==> src/rtl/alu_cmd_sequencer.sv <==
// alu_cmd_sequencer: accepts one ALU command at a time over a valid/ready
// handshake and runs it as READ -> EXEC -> WB against a small register file.
// The host can write and read the register file at any time through a side port.
//
// Handshake: a command transfers on a rising edge where cmd_valid and cmd_ready
// are both high; cmd_ready is high only in IDLE, and the command fields are
// sampled only on that edge.
//
// Optional build macro ALU_FLAG_EN adds res_zero and res_carry, registered
// together with res_data when the command executes.
module alu_cmd_sequencer #(
  parameter int         REG_ADDR_W = 2,
  parameter logic [3:0] REG_INIT   = 4'h0
) (
  input  logic                  clk,
  input  logic                  rst_n,
  input  logic                  cmd_valid,
  output logic                  cmd_ready,
  input  logic [2:0]            cmd_op,
  input  logic [REG_ADDR_W-1:0] cmd_dst,
  input  logic [REG_ADDR_W-1:0] cmd_src1,
  input  logic [REG_ADDR_W-1:0] cmd_src2,
  input  logic                  wr_en,
  input  logic [REG_ADDR_W-1:0] wr_addr,
  input  logic [3:0]            wr_data,
  input  logic [REG_ADDR_W-1:0] rd_addr,
  output logic [3:0]            rd_data,
  output logic                  res_valid,
  output logic [3:0]            res_data,
  output logic                  busy,
  output logic [1:0]            dbg_state
`ifdef ALU_FLAG_EN
  ,
  output logic                  res_zero,
  output logic                  res_carry
`endif
);

  localparam int NREGS = 1 << REG_ADDR_W;

  typedef enum logic [1:0] {
    ST_IDLE = 2'd0,
    ST_READ = 2'd1,
    ST_EXEC = 2'd2,
    ST_WB   = 2'd3
  } state_t;

  state_t state_q, state_d;

  logic [2:0]            op_q,   op_d;
  logic [REG_ADDR_W-1:0] dst_q,  dst_d;
  logic [REG_ADDR_W-1:0] src1_q, src1_d;
  logic [REG_ADDR_W-1:0] src2_q, src2_d;
  logic [3:0]            opa_q,  opa_d;
  logic [3:0]            opb_q,  opb_d;
  logic [3:0]            res_data_q, res_data_d;
  logic [3:0]            regs_q [NREGS];
  logic [3:0]            regs_d [NREGS];

  logic [3:0]            src1_val;
  logic [3:0]            src2_val;
  logic [3:0]            alu_res;

`ifdef ALU_FLAG_EN
  logic res_zero_q,  res_zero_d;
  logic res_carry_q, res_carry_d;
  logic alu_carry;
`endif

  // State register
  always_ff @(posedge clk or negedge rst_n) begin
    if (!rst_n) begin
      state_q <= ST_IDLE;
    end else begin
      state_q <= state_d;
    end
  end

  // Next-state logic: fixed four-step walk, leaving IDLE only on a handshake
  always_comb begin
    state_d = state_q;
    case (state_q)
      ST_IDLE: if (cmd_valid) state_d = ST_READ;
      ST_READ: state_d = ST_EXEC;
      ST_EXEC: state_d = ST_WB;
      ST_WB:   state_d = ST_IDLE;
      default: state_d = ST_IDLE;
    endcase
  end

  // Output logic decoded from the current state
  always_comb begin
    cmd_ready = (state_q == ST_IDLE);
    busy      = (state_q != ST_IDLE);
    res_valid = (state_q == ST_WB);
    dbg_state = state_q;
  end

  // Operand fetch with forwarding, so a host write landing on the same edge
  // as the operand latch is the value that gets used
  always_comb begin
    src1_val = regs_q[src1_q];
    src2_val = regs_q[src2_q];
    if (wr_en && (wr_addr == src1_q)) src1_val = wr_data;
    if (wr_en && (wr_addr == src2_q)) src2_val = wr_data;
  end

  // ALU function on the latched operands (rs = opa, rt = opb), mod 16
  always_comb begin
    alu_res = 4'h0;
    case (op_q)
      3'd0: alu_res = opa_q - opb_q;
      3'd1: alu_res = opa_q + opb_q;
      3'd2: alu_res = opa_q | opb_q;
      3'd3: alu_res = opa_q & opb_q;
      3'd4: alu_res = {opb_q[3], opb_q[3:1]};
      3'd5: alu_res = {opa_q[2:0], opa_q[3]};
      3'd6: alu_res = {3'b101, (opa_q < opb_q)};
      3'd7: alu_res = {3'b111, (opa_q == opb_q)};
      default: alu_res = 4'h0;
    endcase
  end

`ifdef ALU_FLAG_EN
  // Carry-out of the add, borrow of the subtract, zero for everything else
  always_comb begin
    alu_carry = 1'b0;
    if (op_q == 3'd1) alu_carry = (({1'b0, opa_q} + {1'b0, opb_q}) > 5'd15);
    if (op_q == 3'd0) alu_carry = (opa_q < opb_q);
  end
`endif

  // Datapath next-state: command latch, operand latch, result latch, regfile
  always_comb begin
    op_d       = op_q;
    dst_d      = dst_q;
    src1_d     = src1_q;
    src2_d     = src2_q;
    opa_d      = opa_q;
    opb_d      = opb_q;
    res_data_d = res_data_q;
    regs_d     = regs_q;
`ifdef ALU_FLAG_EN
    res_zero_d  = res_zero_q;
    res_carry_d = res_carry_q;
`endif

    if ((state_q == ST_IDLE) && cmd_valid) begin
      op_d   = cmd_op;
      dst_d  = cmd_dst;
      src1_d = cmd_src1;
      src2_d = cmd_src2;
    end

    if (state_q == ST_READ) begin
      opa_d = src1_val;
      opb_d = src2_val;
    end

    if (state_q == ST_EXEC) begin
      res_data_d = alu_res;
`ifdef ALU_FLAG_EN
      res_zero_d  = (alu_res == 4'h0);
      res_carry_d = alu_carry;
`endif
    end

    // Host write first, write-back second: write-back wins on the same index
    if (wr_en) regs_d[wr_addr] = wr_data;
    if (state_q == ST_WB) regs_d[dst_q] = res_data_q;
  end

  // Datapath registers; reset aborts any command in flight
  always_ff @(posedge clk or negedge rst_n) begin
    if (!rst_n) begin
      op_q       <= 3'd0;
      dst_q      <= '0;
      src1_q     <= '0;
      src2_q     <= '0;
      opa_q      <= 4'h0;
      opb_q      <= 4'h0;
      res_data_q <= 4'h0;
      for (int i = 0; i < NREGS; i++) regs_q[i] <= REG_INIT;
`ifdef ALU_FLAG_EN
      res_zero_q  <= 1'b0;
      res_carry_q <= 1'b0;
`endif
    end else begin
      op_q       <= op_d;
      dst_q      <= dst_d;
      src1_q     <= src1_d;
      src2_q     <= src2_d;
      opa_q      <= opa_d;
      opb_q      <= opb_d;
      res_data_q <= res_data_d;
      regs_q     <= regs_d;
`ifdef ALU_FLAG_EN
      res_zero_q  <= res_zero_d;
      res_carry_q <= res_carry_d;
`endif
    end
  end

  // Host read port and result outputs
  always_comb begin
    rd_data  = regs_q[rd_addr];
    res_data = res_data_q;
`ifdef ALU_FLAG_EN
    res_zero  = res_zero_q;
    res_carry = res_carry_q;
`endif
  end

endmodule

==> config.mk <==
export PLATFORM = sky130hd
export DESIGN_NAME = alu_cmd_sequencer
export DESIGN_NICKNAME = d
export VERILOG_FILES = /design/src/rtl/alu_cmd_sequencer.sv
export SDC_FILE = /design/constraint.sdc
export NUM_CORES = 1
export LEC_CHECK = 0
export BUFFER_PORTS_ARGS = -buffer_cell sky130_fd_sc_hd__buf_2
export CAP_MARGIN = 20
export CORE_MARGIN = 5
export CORE_UTILIZATION = 45
export DETAILED_ROUTE_END_ITERATION = 10
export HOLD_SLACK_MARGIN = 0.15
export PLACE_DENSITY = 0.68
export SYNTH_ARGS = -nofsm -noshare
export SYNTH_HDL_FRONTEND = slang
export SYNTH_SLANG_ARGS = --single-unit
==> constraint.sdc <==
create_clock -name clk -period 2.75 [get_ports clk]
set_clock_uncertainty 0.15 [all_clocks]
set_input_delay 0.6875 -clock clk [delete_from_list [all_inputs] [get_ports clk]]
set_output_delay 0.6875 -clock clk [all_outputs]
set_load 0.005 [all_outputs]
==> results of run 1 <==
## flip-flops by register name (all words and copies together), names as in the netlist
signal	cells
dbg_state	2
dst_q	2
op_q	3
opa_q	4
opb_q	4
regs_q	16
res_data	4
src1_q	2
src2_q	2
## cell usage in the layout, fill, tap and decap left out, drive strengths merged, types with 2 or more instances in the layout
cell type and count:
buf 34, nor2 11, mux2i 25, o22ai 2, nand2 23, clkbuf 7
ha 16, o31ai 2, mux4 12, nor4 2, dfrtp 39, xnor2 4
mux2 10, a221oi 2, fa 2, o21ai 22, inv 17, o21bai 2
xor2 3, a21oi 16, nand3b 2, nand2b 4, nor3b 3, nor3 2
nand3 6
## kinds of logic after synthesis
logic type	share of synthesized area, %
fa+ha+maj	8.92
flops	36.2
mux	23.5
compound gates	11.8
buf+inv	5.34
simple gates	11.9
xor+xnor	2.28
## power by group through the flow
| stage | clock network [µW] | logic (µW) | registers (µW) |
|---|---|---|---|
| 2_1_floorplan | 0 | 1620 | 1090 |
| 3_3_place_gp | 0 | 1790 | 1340 |
| 3_5_place_dp | 0 | 1830 | 1350 |
| 4_1_cts | 434 | 1840 | 1340 |
| 5_1_grt | 464 | 2060 | 1410 |
| 6_report | 425 | 1820 | 1330 |
## Yosys cell counts (3+ instances only)
master     n
a21oi_1   16
buf_2      5
clkbuf_1   4
dfrtp_1   39
ha_1      16
inv_1     17
mux2_2    10
mux2i_1   25
mux4_2    12
nand2_1   23
nand2b_1   4
nand3_1    6
nor2_1    11
o21ai_0   22
xnor2_1    4
xor2_1     3
## worst max-delay path by stage
stage                      end  slack [ps]  cells past startpoint
floorplan           rd_data[0]         750                      1
finish              rd_data[1]         420                      3
CTS                 rd_data[1]         410                      3
global route        rd_data[1]         390                      3
global placement    rd_data[1]         410                      3
detailed placement  rd_data[1]         410                      3
## final cells by class
type	count	area share, %
Clock inverter	1	0.252
Multi-Input combinational cell	187	52.7
Tap cell	75	3.14
Sequential cell	39	32.7
Inverter	17	2.14
Clock buffer	7	3.23
Timing Repair Buffer	34	5.79
## routing by layer
metal  up-vias  global-route usage, %  share of wire (%)
met1       951                   23.9                 46
met4         0                   3.91               0.81
li1        976                      -                  -
met3         4                   3.22                4.1
met2        34                   25.9                 49
met5         -                      0                  0
## stage by stage
stage               hold WS, ps  std cells  setup slack, ps  utilization, %
global route                414        360              389            50.7
CTS                         380        360              407            50.7
detailed placement          408        352              407            48.9
floorplan                   242        258              747               -
finish                      352        360              418            50.7
global placement            400        352              408            48.9
==> run metrics, run 1 <==
outcome=completed; cell mode on critical path=buf_2; Max clock buf depth=2; crit path from=rd_addr[0]; Initial Util=45.8%; most common flop cell mapped by yosys=dfrtp_1; Switch Pwr=1500 µW; Setup TNS Final=0 ps; register area share after synthesis=36.2%; largest net degree at the start of global routing=40; Hold Crit Class=in2async; NumNets Final=323; CTS clk-pin slew, worst paths=80 ps; Slowest Stage Delay on Critical Path=510 ps; worst skew pair latency=290 ps; DRC violations left=0; Row Count=28; Inserted Clock Buffers=5; Worst Setup Start Kind=primary input; setup repair bufs after CTS=0; largest cells by area after synthesis=dfrtp_1 (36%), mux4_2 (10%), mux2i_1 (9.3%); Pre-antenna DRT Iters=4; CTS Hold Buffers Added=0; Slew Limit Fails=0; ANT cells=0; post_cts resized=0; Pint=2080 µW; register area=976 µm²; Clock Tree Root=clkbuf_8; area of the multi-input gates=1570 µm²; R2R Path End=res_data[3]$_DFFE_PN0P_; Synth top area share=36.2%; FF-to-FF path depth=6; Mapped Area=2690 µm²; CTS Sinks=39; Max IR drop VDD=599 µV; I/O Pins=34; Post-synth EDFFs=0; RD Place Congestion=0.870; placed inst area=2880 µm²; post-synth top area cell=dfrtp_1; Pleak=0.00139 µW; grt ovf=0; critical path peak fanout=4; Die H=87.4 µm; CP required=1910 ps; Detailed Route WL=5700 µm; fmax=0.429 GHz; count of final setup violators=0; fin crit period=2330 ps; Core Area=5890 µm²; DP HPWL=4430 µm; Synth cell types=46; Async SR Flop Fraction=100%; Die Wd=87.4 µm; sw frac=42.0%; average cell area after synthesis=10.4 µm²; Crit Path Category=in2out; first-pass GRT wire length=9810 µm; total track usage=16.6%; number of global-route vias before repair=1955; Layout Cell Area excl Fill=2980 µm²; critical path capture point type=primary output; Critical Path, Cell by Cell=buf_2 -> mux4_2 -> buf_2; critical path's slowest cell=mux4_2; buffers plus inverters on the worst setup path=2; Comb pwr share=50.9%; H-tree depth=2; Final ANT Viol Nets=0; Power Dens Cells=1200 nW/µm²; detailed router's first-iteration violation count=135; Hold Vio Cnt, Final=0; max-cap violations=0; Via Count=1965; TritonCTS clock tree=yes; reg2reg setup slack=710 ps; FF-to-FF Start=opb_q[3]$_DFFE_PN0N_; Synth Register Bits=39; port bufs=33; synthesized instance count=258; worst path arrival time=1490 ps; Via density=5.46; Synth Net Count=297; RSZ-0062 raised after global routing=false; Worst Max-Slew Pin Slew=855 ps; fin crit share=84.8%; Clock Power Share=11.9%; initial antenna violation count=0; area grow syn2layout=10.8%; relative slew slack=43.0%; layout cells sized above 1=24.2%; Die Area=7630 µm²; synth warn=0; cell family with most CP delay=multiplexers; filler cell count=558; Flop pwr share=37.3%; Tot Pwr=3580 µW; Avg WL per Cell=15.8 µm
Note: power is estimated with default switching activity, not from simulation.
==> run 2: changes to the inputs <==
--- a/config.mk
+++ b/config.mk
@@ -11,7 +11,7 @@
 export CORE_UTILIZATION = 45
 export DETAILED_ROUTE_END_ITERATION = 10
 export HOLD_SLACK_MARGIN = 0.15
-export PLACE_DENSITY = 0.68
+export PLACE_DENSITY = 0.7
 export SYNTH_ARGS = -nofsm -noshare
 export SYNTH_HDL_FRONTEND = slang
 export SYNTH_SLANG_ARGS = --single-unit
==> constraint.sdc (replaced) <==
create_clock -name clk -period 2.1 [get_ports clk]
set_clock_uncertainty 0.15 [all_clocks]
set_input_delay 0.525 -clock clk [delete_from_list [all_inputs] [get_ports clk]]
set_output_delay 0.525 -clock clk [all_outputs]
set_load 0.005 [all_outputs]
==> run 2 against run 1 <==
Compared with the run above: combinational power increased by 45%; sequential power increased by 30%; setup slack got worse by 350 ps; sequential share of layout area decreased by 1.0 points; register-to-register slack got worse by 610 ps; total power increased by 40%; critical path type is now reg2out.
==> run metrics, run 2 (same netlist as run 1, synthesis figures left out) <==
Initial Util=45.8% (unchanged); largest net degree at the start of global routing=40 (unchanged); Hold Vio Cnt, Final=0 (unchanged); most common cell after layout, fill and taps aside=dfrtp_1 (unchanged); most frequent cells in the layout=dfrtp_1 (39), buf_2 (33), mux2i_1 (25) (unchanged); Via Count=2135 (was 1965); CTS clk-pin slew, worst paths=90 ps (was 80 ps); Worst Hold Launch=cmd_valid; fin crit share=96.6%; Max clock buf depth=2 (unchanged); TritonCTS clock tree=yes (unchanged); NumNets Final=334 (was 323); FF-to-FF Start=opa_q[1]$_DFFE_PN0N_ (was opb_q[3]$_DFFE_PN0N_); CTS Sinks=39 (unchanged); Inserted Clock Buffers=5 (unchanged); Avg WL per Cell=17.7 µm (was 15.8 µm); port bufs=33 (unchanged); Setup TNS Final=0 ps (unchanged); Via density=5.75 (was 5.46); worst path arrival time=1350 ps (was 1490 ps); grt ovf=0 (unchanged); Max IR drop VDD=836 µV (was 599 µV); Top reg by flops=regs_q (unchanged); DRC violations left=0 (unchanged); detailed router's first-iteration violation count=205 (was 135); Slew Limit Fails=0 (unchanged); critical path's slowest cell=mux4_2 (unchanged); critical path capture point type=primary output (unchanged); Slowest Stage Delay on Critical Path=480 ps (was 510 ps); H-tree depth=2 (unchanged); Pleak=0.00145 µW (was 0.00139 µW); Worst Max-Slew Pin Slew=667 ps (was 855 ps); Final ANT Viol Nets=0 (unchanged); setup repair bufs after CTS=0 (unchanged); first-pass GRT wire length=10700 µm (was 9810 µm); Tot Pwr=5010 µW (was 3580 µW); layout cells sized above 1=26.7% (was 24.2%); critical path peak fanout=4 (unchanged); Crit Path Category=reg2out (was in2out); number of global-route vias before repair=2148 (was 1955); worst skew pair latency=300 ps (was 290 ps); total track usage=18.5% (was 16.6%); Die Wd=87.4 µm (unchanged); cell family with most CP delay=multiplexers (unchanged); Row Count=28 (unchanged); RD Place Congestion=0.840 (was 0.870); Pre-antenna DRT Iters=4 (unchanged); CP required=1420 ps (was 1910 ps); ANT cells=0 (unchanged); buffers plus inverters on the worst setup path=1 (was 2); area grow syn2layout=14.3% (was 10.8%); Detailed Route WL=6580 µm (was 5700 µm); fin crit period=2030 ps; DP HPWL=4910 µm (was 4430 µm); count of final setup violators=0 (unchanged); max-cap violations=0 (unchanged); Critical Path, Cell by Cell=mux4_2 -> buf_2 (was buf_2 -> mux4_2 -> buf_2); outcome=completed (unchanged); RSZ-0062 raised after global routing=false (unchanged); Core Area=5890 µm² (unchanged); fmax=0.493 GHz; Power Dens Cells=1630 nW/µm² (was 1200 nW/µm²); Die H=87.4 µm (unchanged); Die Area=7630 µm² (unchanged); max reg flops=16 (unchanged); initial antenna violation count=0 (unchanged); crit path from=regs_q[15]$_DFF_PN0_ (was rd_addr[0]); relative slew slack=55.5% (was 43.0%); Worst Setup Start Kind=register (was primary input); Clock Tree Root=clkbuf_8 (unchanged); Hold Crit Class=in2reg (was in2async); I/O Pins=34 (unchanged)
[run 2: worst paths after layout]
kind	slack [ps]	depth (start not counted)	to
max	70	2	rd_data[3]
min	300	2	dbg_state[1]$_DFFE_PN0P_
max reg2reg	100	6	res_data[3]$_DFFE_PN0P_
min reg2reg	430	1	dst_q[0]$_DFFE_PN0P_
max in group asynchronous	760	3	res_data[3]$_DFFE_PN0P_
min in group asynchronous	660	3	regs_q[9]$_DFF_PN0_
[run 2: final cells by class]
cell class	instances	area, µm²
sequential	39	976
tap	75	93.8
clock buffer	5	68.8
multi-input combinational	187	1570
clock inverter	3	43.8
timing repair buffer	45	258
fill	548	2810
inverter	17	63.8
[run 2: power breakdown]
part / internal (µW) / switching (µW) / total, µW
Sequential: 1140 / 596 / 1730
Combinational: 1390 / 1250 / 2640
Clock: 354 / 291 / 645
[run 2: per-layer routing]
layer  vias to the layer above  routed length (µm)  share of wire, %  track usage, %
met5                         -                   0                 0               0
met1                      1039                2780                42            25.3
met4                         0                  81               1.2            6.14
met3                         8                 457               7.0            3.60
met2                        82                3250                49            29.3
li1                       1006                   -                 -               -
[run 2: stage by stage]
step,utilization [%],cell area [µm²],hold WS [ps],worst slack (ps),instances
after floorplan,-,2690,79.4,217,258
after global placement,50.2,2960,399,102,362
after detailed placement,50.2,2960,410,95.0,362
after CTS,52.3,3080,296,76.7,371
after global routing,52.3,3080,305,26.7,371
final,52.3,3080,296,70.9,371
[run 2: repair_timing]
item	4_1_cts	5_1_grt
hold endpoints to repair	4	0
hold buffers	1	0
gates resized for setup	0	0
endpoints found under the setup margin	0	0
[run 2: worst reg2reg max path, cell delays in order (launching register included)]
cell      delay, ps
dfrtp_1         480
inv_1           140
ha_1            350
a21oi_1         260
mux2i_1         260
o221ai_2        120
o221a_2         130
